`src/rtl/pipe_stage_skid.sv`:
```
// Valid/ready pipeline stage with a one-entry skid buffer so in_ready can be registered.
// Control fields are zeroed whenever the stage empties or is flushed; payload optionally held.
module pipe_stage_skid #(
  parameter int unsigned DATA_W     = 32,
  parameter int unsigned CTRL_W     = 16,
  parameter int unsigned CNT_W      = 8,
  parameter bit          CLEAR_DATA = 1'b1
) (
  input  logic              clk,
  input  logic              rst,
  input  logic              flush,
  input  logic              in_valid,
  output logic              in_ready,
  input  logic [CTRL_W-1:0] in_ctrl,
  input  logic [DATA_W-1:0] in_data,
  output logic              out_valid,
  input  logic              out_ready,
  output logic [CTRL_W-1:0] out_ctrl,
  output logic [DATA_W-1:0] out_data,
  output logic [1:0]        occupancy,
  output logic [CNT_W-1:0]  stall_cnt
);

  typedef enum logic [1:0] {EMPTY = 2'd0, BUSY = 2'd1, FULL = 2'd2} state_t;

  typedef struct packed {
    logic [CTRL_W-1:0] ctrl;
    logic [DATA_W-1:0] data;
  } entry_t;

  state_t state, nstate;
  entry_t main_q, skid_q, in_e;
  logic   in_fire, out_fire;

  assign in_e     = '{ctrl: in_ctrl, data: in_data};
  assign in_fire  = in_valid & in_ready;
  assign out_fire = out_valid & out_ready;
  assign out_ctrl = main_q.ctrl;
  assign out_data = main_q.data;

  always_comb begin
    nstate = state;
    if (flush) nstate = EMPTY;
    else begin
      unique case (state)
        EMPTY: if (in_fire) nstate = BUSY;
        BUSY: begin
          if (in_fire && !out_fire)      nstate = FULL;
          else if (!in_fire && out_fire) nstate = EMPTY;
        end
        FULL:    if (out_fire) nstate = BUSY;
        default: nstate = EMPTY;
      endcase
    end
  end

  always_ff @(posedge clk or negedge rst) begin
    if (!rst) begin
      state     <= EMPTY;
      main_q    <= '0;
      skid_q    <= '0;
      in_ready  <= 1'b1;
      out_valid <= 1'b0;
      occupancy <= 2'd0;
      stall_cnt <= '0;
    end else begin
      state     <= nstate;
      // Handshake flags are registered copies of the next-state decode.
      in_ready  <= (nstate != FULL);
      out_valid <= (nstate != EMPTY);
      occupancy <= nstate;
      if (out_valid && !out_ready && stall_cnt != {CNT_W{1'b1}})
        stall_cnt <= stall_cnt + CNT_W'(1);
      if (flush) begin
        main_q.ctrl <= '0;
        skid_q.ctrl <= '0;
        if (CLEAR_DATA) begin
          main_q.data <= '0;
          skid_q.data <= '0;
        end
      end else begin
        unique case (state)
          EMPTY: if (in_fire) main_q <= in_e;
          BUSY: begin
            if (in_fire && !out_fire)     skid_q <= in_e;
            else if (in_fire && out_fire) main_q <= in_e;
            else if (out_fire) begin
              main_q.ctrl <= '0;
              if (CLEAR_DATA) main_q.data <= '0;
            end
          end
          FULL:    if (out_fire) main_q <= skid_q;
          default: ;
        endcase
      end
    end
  end

endmodule
```
`config.mk`:
```
export PLATFORM = sky130hd
export DESIGN_NAME = pipe_stage_skid
export DESIGN_NICKNAME = d
export VERILOG_FILES = /design/src/rtl/pipe_stage_skid.sv
export SDC_FILE = /design/constraint.sdc
export NUM_CORES = 1
export LEC_CHECK = 0
export ABC_AREA = 0
export BUFFER_PORTS_ARGS = -buffer_cell sky130_fd_sc_hd__clkbuf_2
export CAP_MARGIN = 10
export CORE_MARGIN = 2
export CORE_UTILIZATION = 54
export CTS_BUF_LIST = sky130_fd_sc_hd__clkbuf_8 sky130_fd_sc_hd__clkbuf_16
export CTS_CLUSTER_SIZE = 12
export DETAILED_ROUTE_END_ITERATION = 6
export PLACE_DENSITY = 0.8
export RECOVER_POWER = 25
export REMOVE_ABC_BUFFERS = 1
export SLEW_MARGIN = 20
export SYNTH_ARGS = -nofsm -noshare
export SYNTH_HDL_FRONTEND = slang
export SYNTH_SLANG_ARGS = --single-unit
export TNS_END_PERCENT = 1
```
`constraint.sdc`:
```
create_clock -name clk -period 2.4 [get_ports clk]
set_clock_uncertainty 0.15 [all_clocks]
set_input_delay 0.36 -clock clk [delete_from_list [all_inputs] [get_ports clk]]
set_output_delay 0.36 -clock clk [all_outputs]
set_load 0.02 [all_outputs]
```
Word-level counts from Yosys, hierarchy flattened

Cells that the tools add are included.

Bits in registers: 108
Output and inout port bits: 60
Word-level logic and storage cells: 50
Bits of input ports: 53

Bitwise operators: 2
Mux-type cells: 16
Add/sub/neg operators: 1
Equality and inequality tests: 8
Reduce and logical (&&, ||, !) cells: 15

Operators by type and width:

| kind                                          | count |
|---|---|
| 2-to-1 mux 48 bit                             | 9 |
| one-hot mux 48 bit (3 select lines)           | 1 |
| 2-to-1 mux 2 bit                              | 5 |
| inequality test 3 bit, second input constant  | 3 |
| adder 8 x 1 -> 8 bit, second input constant   | 1 |
| inequality test 8 bit, second input constant  | 1 |
| one-hot mux 2 bit (3 select lines)            | 1 |
| nonzero test 2 bit                            | 3 |
| logical AND 1 bit                             | 5 |
| AND reduction 5 bit                           | 1 |
| inequality test 4 bit, second input constant  | 1 |
| nonzero test 4 bit                            | 1 |
| logical NOT 1 bit                             | 3 |
| AND 1 bit                                     | 2 |
| == test 2 x 1 -> 1 bit, second input constant | 1 |
| == test 2 bit, second input constant          | 1 |
| logical NOT 2 bit                             | 1 |
| inequality test 2 bit, second input constant  | 1 |
| AND reduction 2 bit                           | 1 |

Depth between registers and ports, before layout

Gate-level depths: netlist (run 1).

Depth in word-level cells: 8
Gate-level depth with buffers: 8
Gate-level depth less buffers: 6

Worst setup path before layout (run 1)

OpenSTA, ideal clock, no wires.

Path type: flip-flop to flip-flop
Start point: register state[1]
End point: register main_q (netlist bit out_ctrl[0])
Period minus slack after synthesis: 2117 ps
Library setup time: 136 ps
Buffers on the path: 2
Path slack: 283 ps
Cell stages (with the launch flop): 9
Arrival time: 1831 ps
Data required time: 2114 ps
Cell sequence: dfrtp_1 inv_1 ha_1 or2_1 a22o_1 buf_6 buf_6 a221oi_2 nor3_1

Word-level cells in the longest chain between the ends: 3
Elaborated cells on any way between the ends: 11
Classes of those cells: eq/ne: 6; mux: 2; reduce/logical: 3

Ends and longest elaborated chain:

| item                                                               | RTL line | source |
|---|---|---|
| start: declaration                                                 | 31       | `state_t state, nstate;` |
| start signal: assignment                                           | 67       | `state <= nstate;` |
| == test 2 x 1 -> 1 bit, or another cell as far along               | 82       | `unique case (state)` |
| inequality test 4 bit (no line), or another cell as far along      | n/a      |  |
| AND reduction 5 bit (no line) or 2-to-1 mux 48 bit (tied branches) | n/a      |  |
| end signal: assignment                                             | 83       | `EMPTY: if (in_fire) main_q <= in_e;` |
| end signal: assignment                                             | 86       | `else if (in_fire && out_fire) main_q <= in_e;` |
| end signal: assignment                                             | 92       | `FULL: if (out_fire) main_q <= skid_q;` |
| end: declaration                                                   | 32       | `entry_t main_q, skid_q, in_e;` |

Several ways; a longest one is shown, not always the timed one.
A chain may end at the register's enable or synchronous reset.

Worst setup path after layout (run 1)

Start point: register state[1]
End point: register main_q (netlist bit out_data[5])

The elaborated chain is that of the path after synthesis.

==> metrics.md, run 1 <==
| Metric | Value |
|---|---|
| FFs w/ async S/R, synth | 100.0% |
| Largest family of logic cells by synthesized area | simple AND/OR/NAND/NOR gates |
| Largest net degree at the start of global routing | 97 |
| HPWL after DPL | 7543 µm |
| Worst-skew pair later-pin latency | 370 ps |
| EDFF count, synth | 0 |
| Fin crit share | 94.73% |
| #FFs+latches synth | 108 |
| Synth Instances | 497 |
| Post-layout nets | 649 |
| IO Count | 113 |
| Post-synthesis compound-gate area fraction | 18.73% |
| Depth of the CTS H-tree | 3 |
| Clk slew on worst S/H paths | 110 ps |
| Crit-path leading delay family | compound AO/OA/AOI/OAI gates |
| Critical Path RT | 2480 ps |
| Syn Std Cell Area | 4882 µm² |
| Die Area | 9818 µm² |
| # setup viols final | 0 |
| Top cell type's share of synthesized area | 54.84% |
| GRT Total Usage | 24.42% |
| Crit-path slowest cell | dfrtp_1 |
| Placed Cells | 687 |
| Worst-margin pin slew | 887.8 ps |
| Final WL | 11700 µm |
| Worst endpoint data arrival time | 2360 ps |
| Antenna violations before repair | 0 |
| Overflow after GRT | 0 |
| Sequential area share after synthesis | 55.38% |
| Die H | 99.09 µm |
| Area after DPL | 5565 µm² |
| Leakage power total | 2.690 nW |
| Hold Crit Class | in2reg |
| Commonest cells post-synth | dfrtp_1, nand2_1, a21oi_1 |
| Clock root buffer | clkbuf_8 |
| Adder-Cell Fraction of Synth Area | 1.281% |
| Core Area | 8763 µm² |
| Final ANT Viol Nets | 0 |
| P&R area growth vs syn | 17.53% |
| Top cells by area, synth | dfrtp_1, nand2_1, a221oi_2 |
| Max Buffers Root-to-Sink | 2 |
| Antenna cells | 0 |
| Post-route cell area | 5738 µm² |
| Max Cap Viol | 0 |
| Port bufs | 112 |
| Main synth FF type | dfrtp_1 |
| Tmin final | 2273 ps |
| Status | completed |
| Routability congestion estimate | 0.9108 |
| RSZ-0062 raised after global routing | no |
| Cells along the critical path | inv_1, ha_1, or2_1, a22o_2, buf_12, a221oi_1, nor3_1 |
| Share of cells above drive strength 1 | 28.69% |
| Yosys cell types | 36 |
| Max_slew headroom | 40.81% |
| Final hold vios | 0 |
| Clock Sinks | 108 |
| Vias in the first global route | 4050 |
| CTS tree | built |
| DR pass1 iterations | 5 |
| Number of DRC markers in iteration 0 | 261 |
| VDD IR max | 0.4185 mV |
| Placement Rows | 34 |
| Startpoint types | flip-flop |
| Cell taking the most area after synthesis | dfrtp_1 |
| Fillers | 720 |
| Max-slew violation count | 0 |
| PwrDens | 887.0 nW/µm² |
| Crit Path Category | reg2reg |
| CP endpoint kind | flip-flop |
| CTS buffer count | 9 |
| Post-synthesis mux area share | 0.4613% |
| Max frequency | 439.9 MHz |
| Yosys Warn Count | 0 |
| Layout Cells excl Fill | 704 |
| Die Wd | 99.09 µm |
| Post-synthesis simple-gate area fraction | 19.07% |
| First-pass GRT wire length | 19240 µm |
| Slowest stage delay, CP | 450 ps |
| Mean Syn Cell Area | 9.823 µm² |
| Initial Util | 55.71% |
| Via count | 4059 |
| Post-synthesis xor/xnor area fraction | 0.7176% |
| Wire per inst | 16.63 µm |
| Crit path max fanout | 48 |
| Crit path buffers/inverters | 2 |
| Vias per cell | 5.766 |
| Count leader, synth | dfrtp_1 |
| DRC | 0 |
through the flow:
step / worst slack [ps] / hold WS, ps / util, % / setup TNS [ps] / power [mW]
4_1_cts: 127.8 / 40.11 / 65.69 / 0 / 5.128
2_1_floorplan: -1532 / -85.59 / - / -70970 / 3.391
3_5_place_dp: 146.7 / 165.1 / 63.51 / 0 / 4.094
5_1_grt: 11.15 / 53.78 / 65.48 / 0 / 5.405
3_3_place_gp: 267.6 / 163.1 / 63.51 / 0 / 4.031
6_report: 126.5 / 56.50 / 65.48 / 0 / 5.090
area by class of cell:
cell class	count	area, µm²	share of cell area (%)
clock buffers	9	123.9	2.159
clock inverters	7	57.56	1.003
inverters	2	7.507	0.1308
multi-input cells	346	1987	34.63
flip-flops and latches	108	2704	47.12
well taps	108	135.1	2.355
repair buffers	124	723.2	12.60
final timing paths:
| check | depth (start not counted) | endpoint | slack [ps] | from |
|---|---|---|---|---|
| max in group asynchronous | 3 | out_ctrl[4] | 330 | rst |
| max reg2reg | 7 | out_data[5] | 130 | state[1] |
| min | 3 | skid_q[12] | 60 | in_data[12] |
| max | 7 | out_data[5] | 130 | state[1] |
| min reg2reg | 1 | stall_cnt[5] | 370 | stall_cnt[5] |
| min in group asynchronous | 2 | state[1] | 430 | rst |
where the power goes:
group          switching, mW  total [mW]  internal, mW
clock                  0.640        1.04         0.397
combinational           1.13        1.74         0.609
sequential             0.212        2.31          2.10
logic make-up after synthesis:
group	Yosys count
mux	2
buf+inv	43
fa+ha+maj	5
simple gates	220
flops	108
compound gates	115
xor+xnor	4
registers in the layout (all words and copies together), names as in the netlist:
name and flops:
in_ready 1, out_ctrl 16, out_data 32, out_valid 1, skid_q 48, stall_cnt 8, state 2
repair_timing:
item                                    CTS  global route
endpoints found under the hold margin    26             0
hold buffers                              1             0
buffers inserted                          0             0
gates resized for setup                   0             1
endpoints found under the setup margin    0             1
routing by layer:
metal	global-route usage, %	share of wire, %	up-vias
li1	-	-	1938
met1	31.45	42	1983
met2	41.11	51	120
met3	4.823	5.0	18
met4	9.062	2.0	0
met5	0	0	-
cells in the final DEF (no fill, tap or decap), drive strengths merged, types with 3 or more instances in the layout:
cell type / n
xor2: 4
nor2: 52
a221oi: 48
clkbuf: 121
o21ai: 3
buf: 11
nor3: 49
a21boi: 3
inv: 7
ha: 5
nand2: 101
dfrtp: 107
nand3: 5
a21oi: 53
worst reg2reg max path, cell delays in order (launching register included):
cell      delay (ps)
dfrtp_1          450
inv_1             90
ha_1             270
or2_1            280
a22o_2           290
buf_12           200
a221oi_1         310
nor3_1           100
Power figures use the tool's default switching activity.
==> run 2, diff against run 1 <==
--- a/config.mk
+++ b/config.mk
@@ -5,7 +5,6 @@
 export SDC_FILE = /design/constraint.sdc
 export NUM_CORES = 1
 export LEC_CHECK = 0
-export ABC_AREA = 0
 export BUFFER_PORTS_ARGS = -buffer_cell sky130_fd_sc_hd__clkbuf_2
 export CAP_MARGIN = 10
 export CORE_MARGIN = 2
@@ -16,6 +15,7 @@
 export PLACE_DENSITY = 0.8
 export RECOVER_POWER = 25
 export REMOVE_ABC_BUFFERS = 1
+export SETUP_SLACK_MARGIN = 0.2
 export SLEW_MARGIN = 20
 export SYNTH_ARGS = -nofsm -noshare
 export SYNTH_HDL_FRONTEND = slang
==> metrics.md, run 2 (same netlist as run 1, synthesis figures left out) <==
| Metric | Value |
|---|---|
| Status | completed |
| DR pass1 iterations | 5 (unchanged) |
| Final ANT Viol Nets | 0 (unchanged) |
| Routability congestion estimate | 0.9108 (unchanged) |
| WP depth | 7 (unchanged) |
| IO Count | 113 (unchanged) |
| Die Area | 9818 µm² (unchanged) |
| Worst hold path depth | 3 (unchanged) |
| Worst-skew pair later-pin latency | 370 ps (about the same) |
| Overall power | 5.132 mW (+0.82%) |
| Tmin final | 2212 ps (-61.50 ps) |
| Max frequency | 452.1 MHz (+2.8%) |
| Max_slew headroom | 48.52% (+7.7 points) |
| Post-route cell area | 5827 µm² (+1.5%) |
| Initial Util | 55.71% (unchanged) |
| Worst endpoint data arrival time | 2300 ps (-60 ps) |
| Port bufs | 112 (unchanged) |
| Share of cells above drive strength 1 | 30.55% (+1.9 points) |
| Crit path max fanout | 48 (unchanged) |
| Reg with most FFs | skid_q |
| Fin crit share | 92.16% (-2.6 points) |
| Max Buffers Root-to-Sink | 2 (unchanged) |
| Most common cell after layout, fill and taps aside | clkbuf_2 |
| GRT Total Usage | 24.48% (+0.061 points) |
| DRC | 0 (unchanged) |
| # setup viols final | 0 (unchanged) |
| RSZ-0062 raised after global routing | yes |
| CTS tree | built |
| Wire per inst | 16.72 µm (+0.59%) |
| Final hold vios | 0 (unchanged) |
| CTS buffer count | 9 (unchanged) |
| Slowest stage delay, CP | 430 ps (-20 ps) |
| Hold Crit Class | in2reg |
| Max FFs per register | 48 (unchanged) |
| Most frequent cells in the layout | clkbuf_2, dfrtp_1, nand2_1 |
| Clk slew on worst S/H paths | 110 ps (about the same) |
| Multi-input gate area | 2037 µm² (+2.5%) |
| Startpoint types | flip-flop |
| Overflow after GRT | 0 (unchanged) |
| Max-slew violation count | 0 (unchanged) |
| Placement Rows | 34 (unchanged) |
| Area after DPL | 5565 µm² (unchanged) |
| VDD IR max | 0.4142 mV (-1.0%) |
| Max Cap Viol | 0 (unchanged) |
| Antenna violations before repair | 0 (unchanged) |
| Worst-margin pin slew | 772.2 ps (-115.6 ps) |
| PwrDens | 880.7 nW/µm² (-0.71%) |
| P&R area growth vs syn | 19.35% |
| Final WL | 11820 µm (+1.0%) |
| Post-layout nets | 652 (+0.46%) |
| First-pass GRT wire length | 19290 µm (+0.25%) |
| Clock Sinks | 108 (unchanged) |
| Critical Path RT | 2490 ps (about the same) |
| Vias per cell | 5.822 (+0.97%) |
| Vias in the first global route | 4053 (+0.074%) |
| Reg2Reg Depth | 7 (unchanged) |
| Die Wd | 99.09 µm (unchanged) |
| Final core occ | 66.49% (+1.0 points) |
| Die H | 99.09 µm (unchanged) |
| Core Area | 8763 µm² (unchanged) |
| Antenna cells | 0 (unchanged) |
| HPWL after DPL | 7543 µm (unchanged) |
| Fillers | 703 (-2.4%) |
| Number of DRC markers in iteration 0 | 242 (-7.3%) |
| Clock root buffer | clkbuf_8 |
| CP endpoint kind | flip-flop |
| Via count | 4116 (+1.4%) |
| Depth of the CTS H-tree | 3 (unchanged) |
| Crit Path Category | reg2reg |
| Crit-path leading delay family | compound AO/OA/AOI/OAI gates |
| Leakage power total | 2.728 nW (+1.4%) |
| Cells along the critical path | inv_1, ha_1, or2_1, a22o_2, buf_12, a221oi_1, nor3_1 |
| Crit path buffers/inverters | 2 (unchanged) |
| Largest net degree at the start of global routing | 97 (unchanged) |
| Seq. cell area | 2705 µm² (about the same) |
| Setup TNS | 0 ps (unchanged) |
| Crit-path slowest cell | dfrtp_1 |
run 2: cell types whose count changed in the layout (fill, tap and decap cells not counted):
cell      change
buf_4         +3
a221oi_2      +8
buf_2         -1
dfrtp_1       -1
dfrtp_2       +1
buf_12        +1
a221oi_1      -8
run 2: final cells by class:
| type | instances | share of cell area, % |
|---|---|---|
| Sequential cell | 108 | 46.42 |
| Multi-Input combinational cell | 346 | 34.96 |
| Timing Repair Buffer | 127 | 13.06 |
| Tap cell | 108 | 2.319 |
| Clock buffer | 9 | 2.126 |
| Clock inverter | 7 | 0.9878 |
| Inverter | 2 | 0.1288 |
run 2: power breakdown:
| part | leakage (nW) | switching (mW) | internal (mW) | total, mW |
|---|---|---|---|---|
| sequential | 1.45 | 0.215 | 2.10 | 2.32 |
| combinational | 1.18 | 1.15 | 0.628 | 1.78 |
| clock | 0.0954 | 0.640 | 0.397 | 1.04 |
| total | 2.73 | 2.00 | 3.13 | 5.13 |
run 2: routing by layer:
| layer | vias to the layer above | part of all wire, % | GRT usage [%] |
|---|---|---|---|
| met5 | - | 0 | 0 |
| met4 | 0 | 2.2 | 9.062 |
| met3 | 20 | 6.3 | 4.823 |
| met2 | 151 | 50 | 41.37 |
| met1 | 1994 | 41 | 31.41 |
| li1 | 1951 | - | - |
run 2: worst paths after layout:
check	startpoint	end	slack [ps]
max	state[1]	out_data[15]	190
min in group asynchronous	rst	stall_cnt[0]	440
max in group asynchronous	rst	skid_q[10]	710
max reg2reg	state[1]	out_data[15]	190
min reg2reg	stall_cnt[5]	stall_cnt[5]	370
min	in_data[12]	skid_q[12]	50
run 2: timing repair:
action / 4_1_cts / 5_1_grt
hold buffers: 1 / 0
setup buffers: 1 / 2
hold endpoints to repair: 26 / 0
resized for setup: 2 / 8
setup endpoints to repair: 26 / 48
run 2: worst reg2reg max path, stage by stage, from the launching register on:
cell,delay (ps)
dfrtp_1,430
inv_1,90
ha_1,260
or2_1,280
a22o_2,290
buf_12,200
a221oi_1,300
nor3_1,90
run 2: through the flow:
step           std cells  hold WS (ps)  setup slack (ps)
6_report             707         53.74             188.0
4_1_cts              705         40.11             192.9
2_1_floorplan        456        -85.59             -1532
3_3_place_gp         687         163.1             267.6
5_1_grt              707         59.36             99.90
3_5_place_dp         687         165.1             146.7
